### src/rtl/serial_add_sub.sv
// Digit-serial adder/subtractor: DIGIT bits per clock with a registered ripple carry,
// start/busy/done handshake. Define SERIAL_ADD_SUB_SAT_EN to saturate sum on signed overflow.
module serial_add_sub #(
    parameter int WIDTH = 8,
    parameter int DIGIT = 1
) (
    input  logic             clk,
    input  logic             reset,
    input  logic             start,
    input  logic [WIDTH-1:0] a,
    input  logic [WIDTH-1:0] b,
    input  logic             cin,
    input  logic             sub,
    output logic [WIDTH-1:0] sum,
    output logic             cout,
    output logic             ovf,
    output logic             busy,
    output logic             done
);

    // state | meaning
    // IDLE  | waiting for start
    // RUN   | one digit added per clock, N clocks
    // DONE  | results updated this cycle; start here chains straight into RUN

    localparam int N     = WIDTH / DIGIT;
    localparam int CNT_W = (N > 1) ? $clog2(N) : 1;
    localparam logic [CNT_W-1:0] CNT_LAST = CNT_W'(N - 1);

    generate
        if (WIDTH < 2 || DIGIT < 1 || (WIDTH % DIGIT) != 0) begin : g_bad_param
            $error("serial_add_sub: WIDTH must be >= 2 and DIGIT must divide WIDTH");
        end
    endgenerate

    typedef enum logic [1:0] {
        IDLE = 2'd0,
        RUN  = 2'd1,
        DONE = 2'd2
    } state_t;

    state_t state, state_nxt;

    logic [WIDTH-1:0] a_sh, b_sh, res_sh;
    logic             carry;
    logic [CNT_W-1:0] cnt;

    logic [DIGIT:0]   dig_add;
    logic [WIDTH-1:0] res_nxt;
    logic [WIDTH-1:0] sum_fin;
    logic             a_msb, b_msb, ovf_nxt;
    logic             accept, last;

    assign accept = (state != RUN) && start;
    assign last   = (state == RUN) && (cnt == CNT_LAST);

    assign dig_add = {1'b0, a_sh[DIGIT-1:0]} + {1'b0, b_sh[DIGIT-1:0]} + {{DIGIT{1'b0}}, carry};
    assign res_nxt = (res_sh >> DIGIT) | (WIDTH'(dig_add[DIGIT-1:0]) << (WIDTH - DIGIT));

    // On the last digit the low bits of the shifters hold the operand sign bits.
    assign a_msb   = a_sh[DIGIT-1];
    assign b_msb   = b_sh[DIGIT-1];
    assign ovf_nxt = (a_msb == b_msb) && (res_nxt[WIDTH-1] != a_msb);

`ifdef SERIAL_ADD_SUB_SAT_EN
    always_comb begin
        sum_fin = res_nxt;
        if (ovf_nxt) begin
            sum_fin = a_msb ? {1'b1, {(WIDTH-1){1'b0}}} : {1'b0, {(WIDTH-1){1'b1}}};
        end
    end
`else
    assign sum_fin = res_nxt;
`endif

    always_ff @(posedge clk) begin
        if (reset) begin
            state <= IDLE;
        end else begin
            state <= state_nxt;
        end
    end

    always_comb begin
        state_nxt = state;
        case (state)
            IDLE:    if (start) state_nxt = RUN;
            RUN:     if (cnt == CNT_LAST) state_nxt = DONE;
            DONE:    state_nxt = start ? RUN : IDLE;
            default: state_nxt = IDLE;
        endcase
    end

    always_ff @(posedge clk) begin
        if (reset) begin
            a_sh   <= '0;
            b_sh   <= '0;
            res_sh <= '0;
            carry  <= 1'b0;
            cnt    <= '0;
            sum    <= '0;
            cout   <= 1'b0;
            ovf    <= 1'b0;
        end else if (accept) begin
            a_sh   <= a;
            b_sh   <= sub ? ~b : b;
            res_sh <= '0;
            carry  <= sub ? 1'b1 : cin;
            cnt    <= '0;
        end else if (state == RUN) begin
            a_sh   <= a_sh >> DIGIT;
            b_sh   <= b_sh >> DIGIT;
            res_sh <= res_nxt;
            carry  <= dig_add[DIGIT];
            cnt    <= cnt + CNT_W'(1);
            if (last) begin
                sum  <= sum_fin;
                cout <= dig_add[DIGIT];
                ovf  <= ovf_nxt;
            end
        end
    end

    assign busy = (state == RUN);
    assign done = (state == DONE);

endmodule

### config.mk
export PLATFORM = sky130hd
export DESIGN_NAME = serial_add_sub
export DESIGN_NICKNAME = d
export VERILOG_FILES = /design/src/rtl/serial_add_sub.sv
export SDC_FILE = /design/constraint.sdc
export NUM_CORES = 1
export LEC_CHECK = 0
export ABC_AREA = 0
export ABC_CLOCK_PERIOD_IN_PS = 1800
export CAP_MARGIN = 20
export CORE_MARGIN = 1.5
export CORE_UTILIZATION = 48
export DETAILED_ROUTE_END_ITERATION = 8
export HOLD_SLACK_MARGIN = 0.15
export PLACE_DENSITY = 0.74
export SLEW_MARGIN = 20
export SYNTH_ARGS = -nofsm -noshare
export SYNTH_HDL_FRONTEND = slang
export SYNTH_SLANG_ARGS = --single-unit
export TNS_END_PERCENT = 5
### constraint.sdc
create_clock -name clk -period 1.8 [get_ports clk]
set_input_delay 0.18 -clock clk [delete_from_list [all_inputs] [get_ports clk]]
set_output_delay 0.18 -clock clk [all_outputs]
set_load 0.005 [all_outputs]
==> impl_summary.txt, run 1 <==
----------------------------------------------------
[Worst setup path]
  Type of the setup path with the least slack ... flop to primary output
  Maximum net fanout on the critical path ... 6
  Total buffers and inverters traversed by the critical path ... 2
  Cells traversed along the worst timing path ... nand2b_2, bufinv_16, clkdlybuf4s50_1
  Cell with the largest stage delay on the worst path ... sky130_fd_sc_hd__clkdlybuf4s50_1
  Data required, critical path ... 1.62 ns
  Element type at the critical path start ... flop
  Top delay family on crit path ... buffers and inverters
  Crit end category ... primary output
  Crit path DAT ... 1.55 ns
  Longest individual stage delay on the worst path ... 0.49 ns
  Reg2Reg Setup Slack ... 0.24 ns

[STA]
  Worst slew slack as a fraction of its limit ... 0.6809
  Setup repair after global routing missed its margin ... no
  Crit path time final ... 1.730 ns
  Clock skew ... 0.006669 ns
  Setup tns final ... 0 ns
  Slew at the pin closest to its max-slew limit ... 0.4772 ns
  Total count of hold-check failures in the final report ... 0
  Min Hold Slack ... 0.4565 ns
  Setup violators final ... 0
  Achievable clock frequency ... 0.5782 GHz
  Share of the clock period used by the worst path after layout ... 0.9609
  Final number of max-transition violations ... 0

[Place]
  Placed cell areas ... 2077 um2
  Placer Congestion ... 0.7075
  Port buffer count ... 32
  Cell count after placement ... 260
  DPL Wire Length ... 2.266 mm

[Clocking]
  Number of levels the H-tree was split into ... 2
  Cts hold-fix bufs ... 0
  Maximum number of buffers from clock root to sink ... 2
  CTS buffer count ... 5
  # clock sinks ... 39
  Clock tree from TritonCTS ... yes
  Clock latency reported for the late side of the worst-skew pair ... 0.29 ns
  Clock transition at the registers of the reported paths ... 0.08 ns
  Cell at the root of the clock tree ... sky130_fd_sc_hd__clkbuf_8

[Final layout]
  Fraction of final layout cells with drive strength greater than 1 ... 0.1511
  Register area ... 780.7 um2
  Post-route design area ... 2211 um2
  Layout overhead on the synthesized area ... 24.70%
  Post-route insts no fill ... 271
  Fill cell count ... 291
  Number of inserted diodes ... 0
  Nets@finish ... 248
  Post-Route Utilization ... 0.6423
  Multi-input combinational cell area ... 848.3 um2

[Logic synthesis]
  Average cell area after synthesis ... 9.234 um2
  Post-synthesis instance total ... 192
  Largest family of logic cells by synthesized area ... compound AO/OA/AOI/OAI gates
  Compound-Gate Fraction of Synth Area ... 0.1835
  EDFF count, synth ... 0
  Post-synth top cells ... sky130_fd_sc_hd__dfxtp_1, sky130_fd_sc_hd__nand2_1, sky130_fd_sc_hd__nor2_1
  Synth Flop Type ... sky130_fd_sc_hd__dfxtp_1
  Most used standard cell by instance count after synthesis ... sky130_fd_sc_hd__dfxtp_1
  Share of synthesized area occupied by flip-flops and latches ... 0.4404
  Leading cell types by total area after synthesis ... sky130_fd_sc_hd__dfxtp_1, sky130_fd_sc_hd__nand2_1, sky130_fd_sc_hd__a21oi_2
  Multiplexer fraction of the synthesized cell area ... 0.05081
  Xor and xnor fraction of the mapped netlist area ... 0.04446
  Warnings from Yosys ... 0
  Net count after synthesis ... 216
  Cell area after technology mapping ... 1773 um2
  Number of distinct library cell variants in the gate-level netlist after synthesis ... 30
  Cell taking the most area after synthesis ... sky130_fd_sc_hd__dfxtp_1
  Share of synthesized flip-flops with an asynchronous set or reset ... 0
  Adder-cell share of the synthesized area ... 0.02541
  Register bit count reported by yosys ... 39
  Portion of synthesized cell area occupied by the leading cell type ... 0.4404
  Area share of and/or/nand/nor cells after synthesis ... 0.1729

[Floorplan]
  Vertical die dimension ... 63.78 um
  Initial Util ... 0.5151
  Placeable core region ... 3442 um2
  Number of rows in the core area ... 21
  Die Area ... 4067 um2
  Top Ports ... 33
  Width of the die ... 63.78 um

[Job]
  Maxcap violations ... 0

[Drt]
  Routed vias/inst ... 5.199
  Overall routed net length ... 3.454 mm
  Wire length per cell after detailed routing ... 12.75 um
  Antenna Violating Nets Remaining ... 0
  Number of DRC markers in iteration 0 ... 76
  Number of remaining DRC errors ... 0
  Via count ... 1409
  First drt pass iteration count ... 4

[Pwr]
  Switching share of power ... 0.2599
  Worst vdd rail ir drop ... 410.9 uV
  P_leak ... 0.8166 nW
  Logic pwr share ... 0.155
  Power per cell area ... 804.5 nW/um2
  Sequential share of power ... 0.522
  Clock network fraction of design power ... 0.323
  Net load switching power ... 0.4622 mW
  Internal power ... 1.316 mW

[Status]
  Outcome ... completed

[Global routing]
  GRT overflow ... 0
  Number of global-route vias before repair ... 1356
  Largest net degree at the start of global routing ... 38
  Wire length of the first global-routing pass ... 5.802 mm
  Number of antenna violations at the first check in global routing ... 0
  Combined global-route utilization of all metal layers ... 0.1842

[Hold path]
  Type of the most critical hold path ... flop to flop

----------------------------------------------------
-- worst register-to-register path, stage by stage (launching register included) --
cell and delay (ns):
sky130_fd_sc_hd__dfxtp_1 0.36, sky130_fd_sc_hd__ha_1 0.16, sky130_fd_sc_hd__ha_1 0.17, sky130_fd_sc_hd__nand3b_1 0.35, sky130_fd_sc_hd__nor3_1 0.35, sky130_fd_sc_hd__nor3_2 0.07
-- through the flow --
| step | setup slack [ns] | power [mW] |
|---|---|---|
| 2_1_floorplan | 0.3607 | 1.137 |
| 3_3_place_gp | 0.2639 | 1.192 |
| 3_5_place_dp | 0.2315 | 1.203 |
| 4_1_cts | 0.01656 | 1.775 |
| 5_1_grt | 0.01177 | 1.871 |
| 6_report | 0.07044 | 1.779 |
-- cells in the final DEF, fill, tap and decap left out --
cell type and count:
sky130_fd_sc_hd__dfxtp_1 39, sky130_fd_sc_hd__inv_1 1, sky130_fd_sc_hd__xnor2_1 9, sky130_fd_sc_hd__o221ai_1 1, sky130_fd_sc_hd__nand2b_1 1, sky130_fd_sc_hd__buf_4 7
sky130_fd_sc_hd__a211oi_1 7, sky130_fd_sc_hd__nand2_1 34, sky130_fd_sc_hd__nor2_1 17, sky130_fd_sc_hd__a2bb2oi_1 1, sky130_fd_sc_hd__ha_1 2, sky130_fd_sc_hd__a21o_1 1
sky130_fd_sc_hd__nand3b_1 1, sky130_fd_sc_hd__fa_1 1, sky130_fd_sc_hd__nor3_1 2, sky130_fd_sc_hd__a21oi_2 11, sky130_fd_sc_hd__a21oi_1 15, sky130_fd_sc_hd__nand2b_2 1
sky130_fd_sc_hd__a2111oi_2 1, sky130_fd_sc_hd__nor3b_1 1, sky130_fd_sc_hd__clkinv_2 1, sky130_fd_sc_hd__clkbuf_8 5, sky130_fd_sc_hd__mux2i_1 9, sky130_fd_sc_hd__clkinvlp_4 2
sky130_fd_sc_hd__bufinv_16 1, sky130_fd_sc_hd__nor2b_1 1, sky130_fd_sc_hd__nor3_2 1, sky130_fd_sc_hd__buf_12 1, sky130_fd_sc_hd__and3b_1 1, sky130_fd_sc_hd__inv_6 1
sky130_fd_sc_hd__nand3_1 8, sky130_fd_sc_hd__clkdlybuf4s50_1 32, sky130_fd_sc_hd__a211o_1 7, sky130_fd_sc_hd__nor2_2 2
-- final cells by class --
cell class	count	area share
inverter	2	0.01528
clock inverter	3	0.009055
tap	46	0.02603
sequential	39	0.3531
clock buffer	5	0.03113
multi-input combinational	135	0.3837
timing repair inverter	1	0.003962
timing repair buffer	40	0.1777
-- cells by family (layout without fill, tap and decap cells) --
family                   after synthesis  after routing
flip-flops                            39             39
buffers and inverters                 18             51
multiplexers                           9              9
AND/OR/NAND/NOR                       70             70
XOR/XNOR                               9              9
adder cells (fa/ha/maj)                3              3
AO/OA/AOI/OAI                         44             44
-- routing by layer --
metal | global-route usage | routed length (um) | vias up
li1 | - | - | 720
met2 | 0.3329 | 1671 | 26
met4 | 0.09783 | 71 | 0
met3 | 0.04401 | 138 | 7
met5 | 0 | 0 | -
met1 | 0.1973 | 1572 | 656
-- sequential cells by signal, indices dropped and copies added (netlist names) --
| register | cells |
|---|---|
| a_sh | 8 |
| res_sh | 7 |
| state | 2 |
| cout | 1 |
| carry | 1 |
| sum | 8 |
| b_sh | 8 |
| cnt | 3 |
| ovf | 1 |
-- power groups by stage --
stage / combinational (mW) / clock [mW] / sequential (mW)
global route: 0.302 / 0.636 / 0.933
finish: 0.277 / 0.574 / 0.928
detailed placement: 0.255 / 0 / 0.948
CTS: 0.257 / 0.590 / 0.927
floorplan: 0.196 / 0 / 0.941
global placement: 0.247 / 0 / 0.944
-- final timing paths --
check            to      from  depth (start not counted)
max reg2reg     ovf    cnt[0]                          5
min reg2reg  sum[0]    sum[0]                          2
max            busy  state[1]                          3
min          sum[0]    sum[0]                          2
-- timing repair --
action,4_1_cts,5_1_grt
setup endpoints to repair,0,1
hold endpoints to repair,0,0
resized for setup,0,2
setup buffers,0,2
(Power assumes the default switching activity.)
==> run 2: changes to the inputs <==
--- a/config.mk
+++ b/config.mk
@@ -8,11 +8,11 @@
 export ABC_AREA = 0
 export ABC_CLOCK_PERIOD_IN_PS = 1800
 export CAP_MARGIN = 20
-export CORE_MARGIN = 1.5
-export CORE_UTILIZATION = 48
+export CORE_UTILIZATION = 51
+export CTS_CLUSTER_SIZE = 40
 export DETAILED_ROUTE_END_ITERATION = 8
 export HOLD_SLACK_MARGIN = 0.15
-export PLACE_DENSITY = 0.74
+export PLACE_DENSITY = 0.78
 export SLEW_MARGIN = 20
 export SYNTH_ARGS = -nofsm -noshare
 export SYNTH_HDL_FRONTEND = slang
==> impl_summary.txt, run 2 (synthesized netlist as in run 1, its figures left out) <==
----------------------------------------------------
[Drt]
  Met3 routed wirelength ... 116 um (-16%)
  Met1 wire length ... 1.514 mm (-3.7%)
  Met2 wire length ... 1.647 mm (-1.4%)
  Routed vias/inst ... 5.159 (-0.77%)
  Number of remaining DRC errors ... 0 (unchanged)
  Antenna Violating Nets Remaining ... 0 (unchanged)
  First drt pass iteration count ... 4 (unchanged)
  Highest metal layer with signal wires ... met4
  Wire length per cell after detailed routing ... 12.30 um (-3.5%)
  Number of DRC markers in iteration 0 ... 54 (-29%)
  Via count ... 1393 (-1.1%)
  Overall routed net length ... 3.322 mm (-3.8%)

[Clocking]
  Clock transition at the registers of the reported paths ... 0.11 ns (+0.03 ns)
  Cts hold-fix bufs ... 0 (unchanged)
  CTS buffer count ... 5 (unchanged)
  Maximum number of buffers from clock root to sink ... 2 (unchanged)
  Cell at the root of the clock tree ... sky130_fd_sc_hd__clkbuf_4
  Clock latency reported for the late side of the worst-skew pair ... 0.34 ns (+0.05 ns)
  Clock tree from TritonCTS ... yes
  # clock sinks ... 39 (unchanged)
  Number of levels the H-tree was split into ... 2 (unchanged)

[Final layout]
  Fill cell count ... 284 (-2.4%)
  Layout overhead on the synthesized area ... 23.50%
  Number of inserted diodes ... 0 (unchanged)
  Top Registers ... a_sh: 8 flops, b_sh: 8 flops, sum: 8 flops
  Fraction of final layout cells with drive strength greater than 1 ... 0.1473 (-0.003790)
  Leading cell type in the layout, fill and taps excluded ... sky130_fd_sc_hd__dfxtp_1
  Commonest non-fill, non-tap cells in the layout ... sky130_fd_sc_hd__dfxtp_1, sky130_fd_sc_hd__nand2_1, sky130_fd_sc_hd__clkdlybuf4s50_1, sky130_fd_sc_hd__nor2_1, sky130_fd_sc_hd__a21oi_1
  Nets@finish ... 247 (-0.40%)

[Worst setup path]
  Top delay family on crit path ... buffers and inverters
  Cells traversed along the worst timing path ... nand2b_4, bufinv_16, clkdlybuf4s50_1
  Data required, critical path ... 1.62 ns (about the same)
  Element type at the critical path start ... flop
  Maximum net fanout on the critical path ... 3 (-3)
  Crit path DAT ... 1.54 ns (about the same)
  Crit end category ... primary output
  Type of the setup path with the least slack ... flop to primary output
  Launching point of the worst reg2reg path ... cnt[0]
  Cell with the largest stage delay on the worst path ... sky130_fd_sc_hd__clkdlybuf4s50_1
  Longest individual stage delay on the worst path ... 0.50 ns (about the same)
  Total buffers and inverters traversed by the critical path ... 2 (unchanged)
  Reg2Reg Setup Slack ... 0.24 ns (about the same)
  Number of cells on the worst reg-to-reg path ... 5 (unchanged)
  Capture instance of the worst register-to-register path ... ovf

[Floorplan]
  Top Ports ... 33 (unchanged)
  Placeable core region ... 3337 um2 (-3.1%)
  Die Area ... 3716 um2 (-8.6%)
  Number of rows in the core area ... 21 (unchanged)
  Vertical die dimension ... 60.96 um (-4.4%)
  Width of the die ... 60.96 um (-4.4%)
  Initial Util ... 0.5313 (+0.01622)

[STA]
  Achievable clock frequency ... 0.5813 GHz (+0.54%)
  Crit path time final ... 1.720 ns (-0.009298 ns)
  Total count of hold-check failures in the final report ... 0 (unchanged)
  Worst slew slack as a fraction of its limit ... 0.6840 (+0.003046)
  Slew at the pin closest to its max-slew limit ... 0.4726 ns (-0.004555 ns)
  Least setup slack across all paths after layout ... 0.07973 ns (+0.009298 ns)
  Setup tns final ... 0 ns (unchanged)
  Setup violators final ... 0 (unchanged)
  Setup repair after global routing missed its margin ... no
  Share of the clock period used by the worst path after layout ... 0.9557 (-0.005166)
  Clock skew ... 0.004465 ns (-0.002205 ns)
  Final number of max-transition violations ... 0 (unchanged)

[Place]
  Port buffer count ... 32 (unchanged)
  Placer Congestion ... 0.7218 (+2.0%)
  DPL Wire Length ... 2.243 mm (-1.0%)
  Worst slack, placed ... 0.2121 ns (-0.01935 ns)

[Global routing]
  Largest net degree at the start of global routing ... 29 (-24%)
  Combined global-route utilization of all metal layers ... 0.2088 (+0.02455)
  GRT overflow ... 0 (unchanged)
  Wire length of the first global-routing pass ... 5.471 mm (-5.7%)
  Number of antenna violations at the first check in global routing ... 0 (unchanged)
  Number of global-route vias before repair ... 1248 (-8.0%)

[Hold path]
  Launch point of the worst hold path ... a[7]
  Worst hold endpoint ... a_sh[7]
  Type of the most critical hold path ... input port to flop
  Hold Path Stages ... 3 (+1)

[Status]
  Outcome ... completed

[Pwr]
  Power per cell area ... 777.2 nW/um2 (-3.4%)
  P_leak ... 0.8113 nW (-0.65%)
  Worst vdd rail ir drop ... 556.0 uV (+35%)

[Job]
  Maxcap violations ... 0 (unchanged)

----------------------------------------------------
-- run 2: cell types whose count changed in the layout (fill, tap and decap cells not counted), sizes merged --
| cell | previous run | this run |
|---|---|---|
| buf | 8 | 7 |
| clkbuf | 5 | 8 |
| clkinv | 1 | 0 |
| clkinvlp | 2 | 0 |
-- run 2: timing repair --
item	4_1_cts	5_1_grt
setup buffers	1	0
gates resized for setup	3	1
cloned	1	0
endpoints found under the setup margin	1	1
-- run 2: per-layer routing --
metal | global-route usage | up-vias
li1 | - | 714
met2 | 0.3469 | 24
met1 | 0.2510 | 651
met5 | 0 | -
met3 | 0.07036 | 4
met4 | 0.07792 | 0
-- run 2: per-stage QoR --
stage / hold slack (ns) / instances / total power, mW / util / cell area (um2)
global route: 0.4676 / 270 / 1.790 / 0.6562 / 2190
CTS: 0.4408 / 270 / 1.721 / 0.6558 / 2188
global placement: 0.4439 / 260 / 1.191 / 0.6224 / 2077
finish: 0.4561 / 270 / 1.702 / 0.6562 / 2190
detailed placement: 0.4457 / 260 / 1.204 / 0.6224 / 2077
floorplan: 0.3753 / 192 / 1.137 / - / 1773
-- run 2: worst max-delay path by stage --
stage                         end  cells after the start     start  slack, ns
after floorplan               ovf                      4   a_sh[0]       0.36
after global placement    b_sh[2]                      4       sub       0.27
after detailed placement  b_sh[7]                      3       sub       0.21
after CTS                    busy                      3  state[0]       0.04
after global routing         busy                      3  state[1]       0.03
final                        busy                      3  state[1]       0.08
-- run 2: where the power goes --
part	switching (mW)	internal, mW
clock network	0.269	0.230
registers	0.0261	0.903
logic	0.130	0.144
total	0.425	1.28
-- run 2: area by class of cell --
class,count,area (um2),area share
clock buffers,8,68.82,0.03143
inverters,2,33.78,0.01543
multi-input cells,135,853.3,0.3897
flip-flops and latches,39,782.0,0.3571
well taps,46,57.56,0.02629
repair buffers,39,385.4,0.1760
repair inverters,1,8.758,0.004000
-- run 2: tightest hold or removal path, cell delays in order --
cell and delay, ns:
sky130_fd_sc_hd__clkdlybuf4s50_1 0.40, sky130_fd_sc_hd__mux2i_1 0.13, sky130_fd_sc_hd__nor3_1 0.05
==> run 3: changes to the inputs <==
--- a/config.mk
+++ b/config.mk
@@ -6,7 +6,6 @@
 export NUM_CORES = 1
 export LEC_CHECK = 0
 export ABC_AREA = 0
-export ABC_CLOCK_PERIOD_IN_PS = 1800
 export CAP_MARGIN = 20
 export CORE_UTILIZATION = 51
 export CTS_CLUSTER_SIZE = 40
==> results of run 3 <==
Final layout, timing and power as in run 2 (identical DEF).
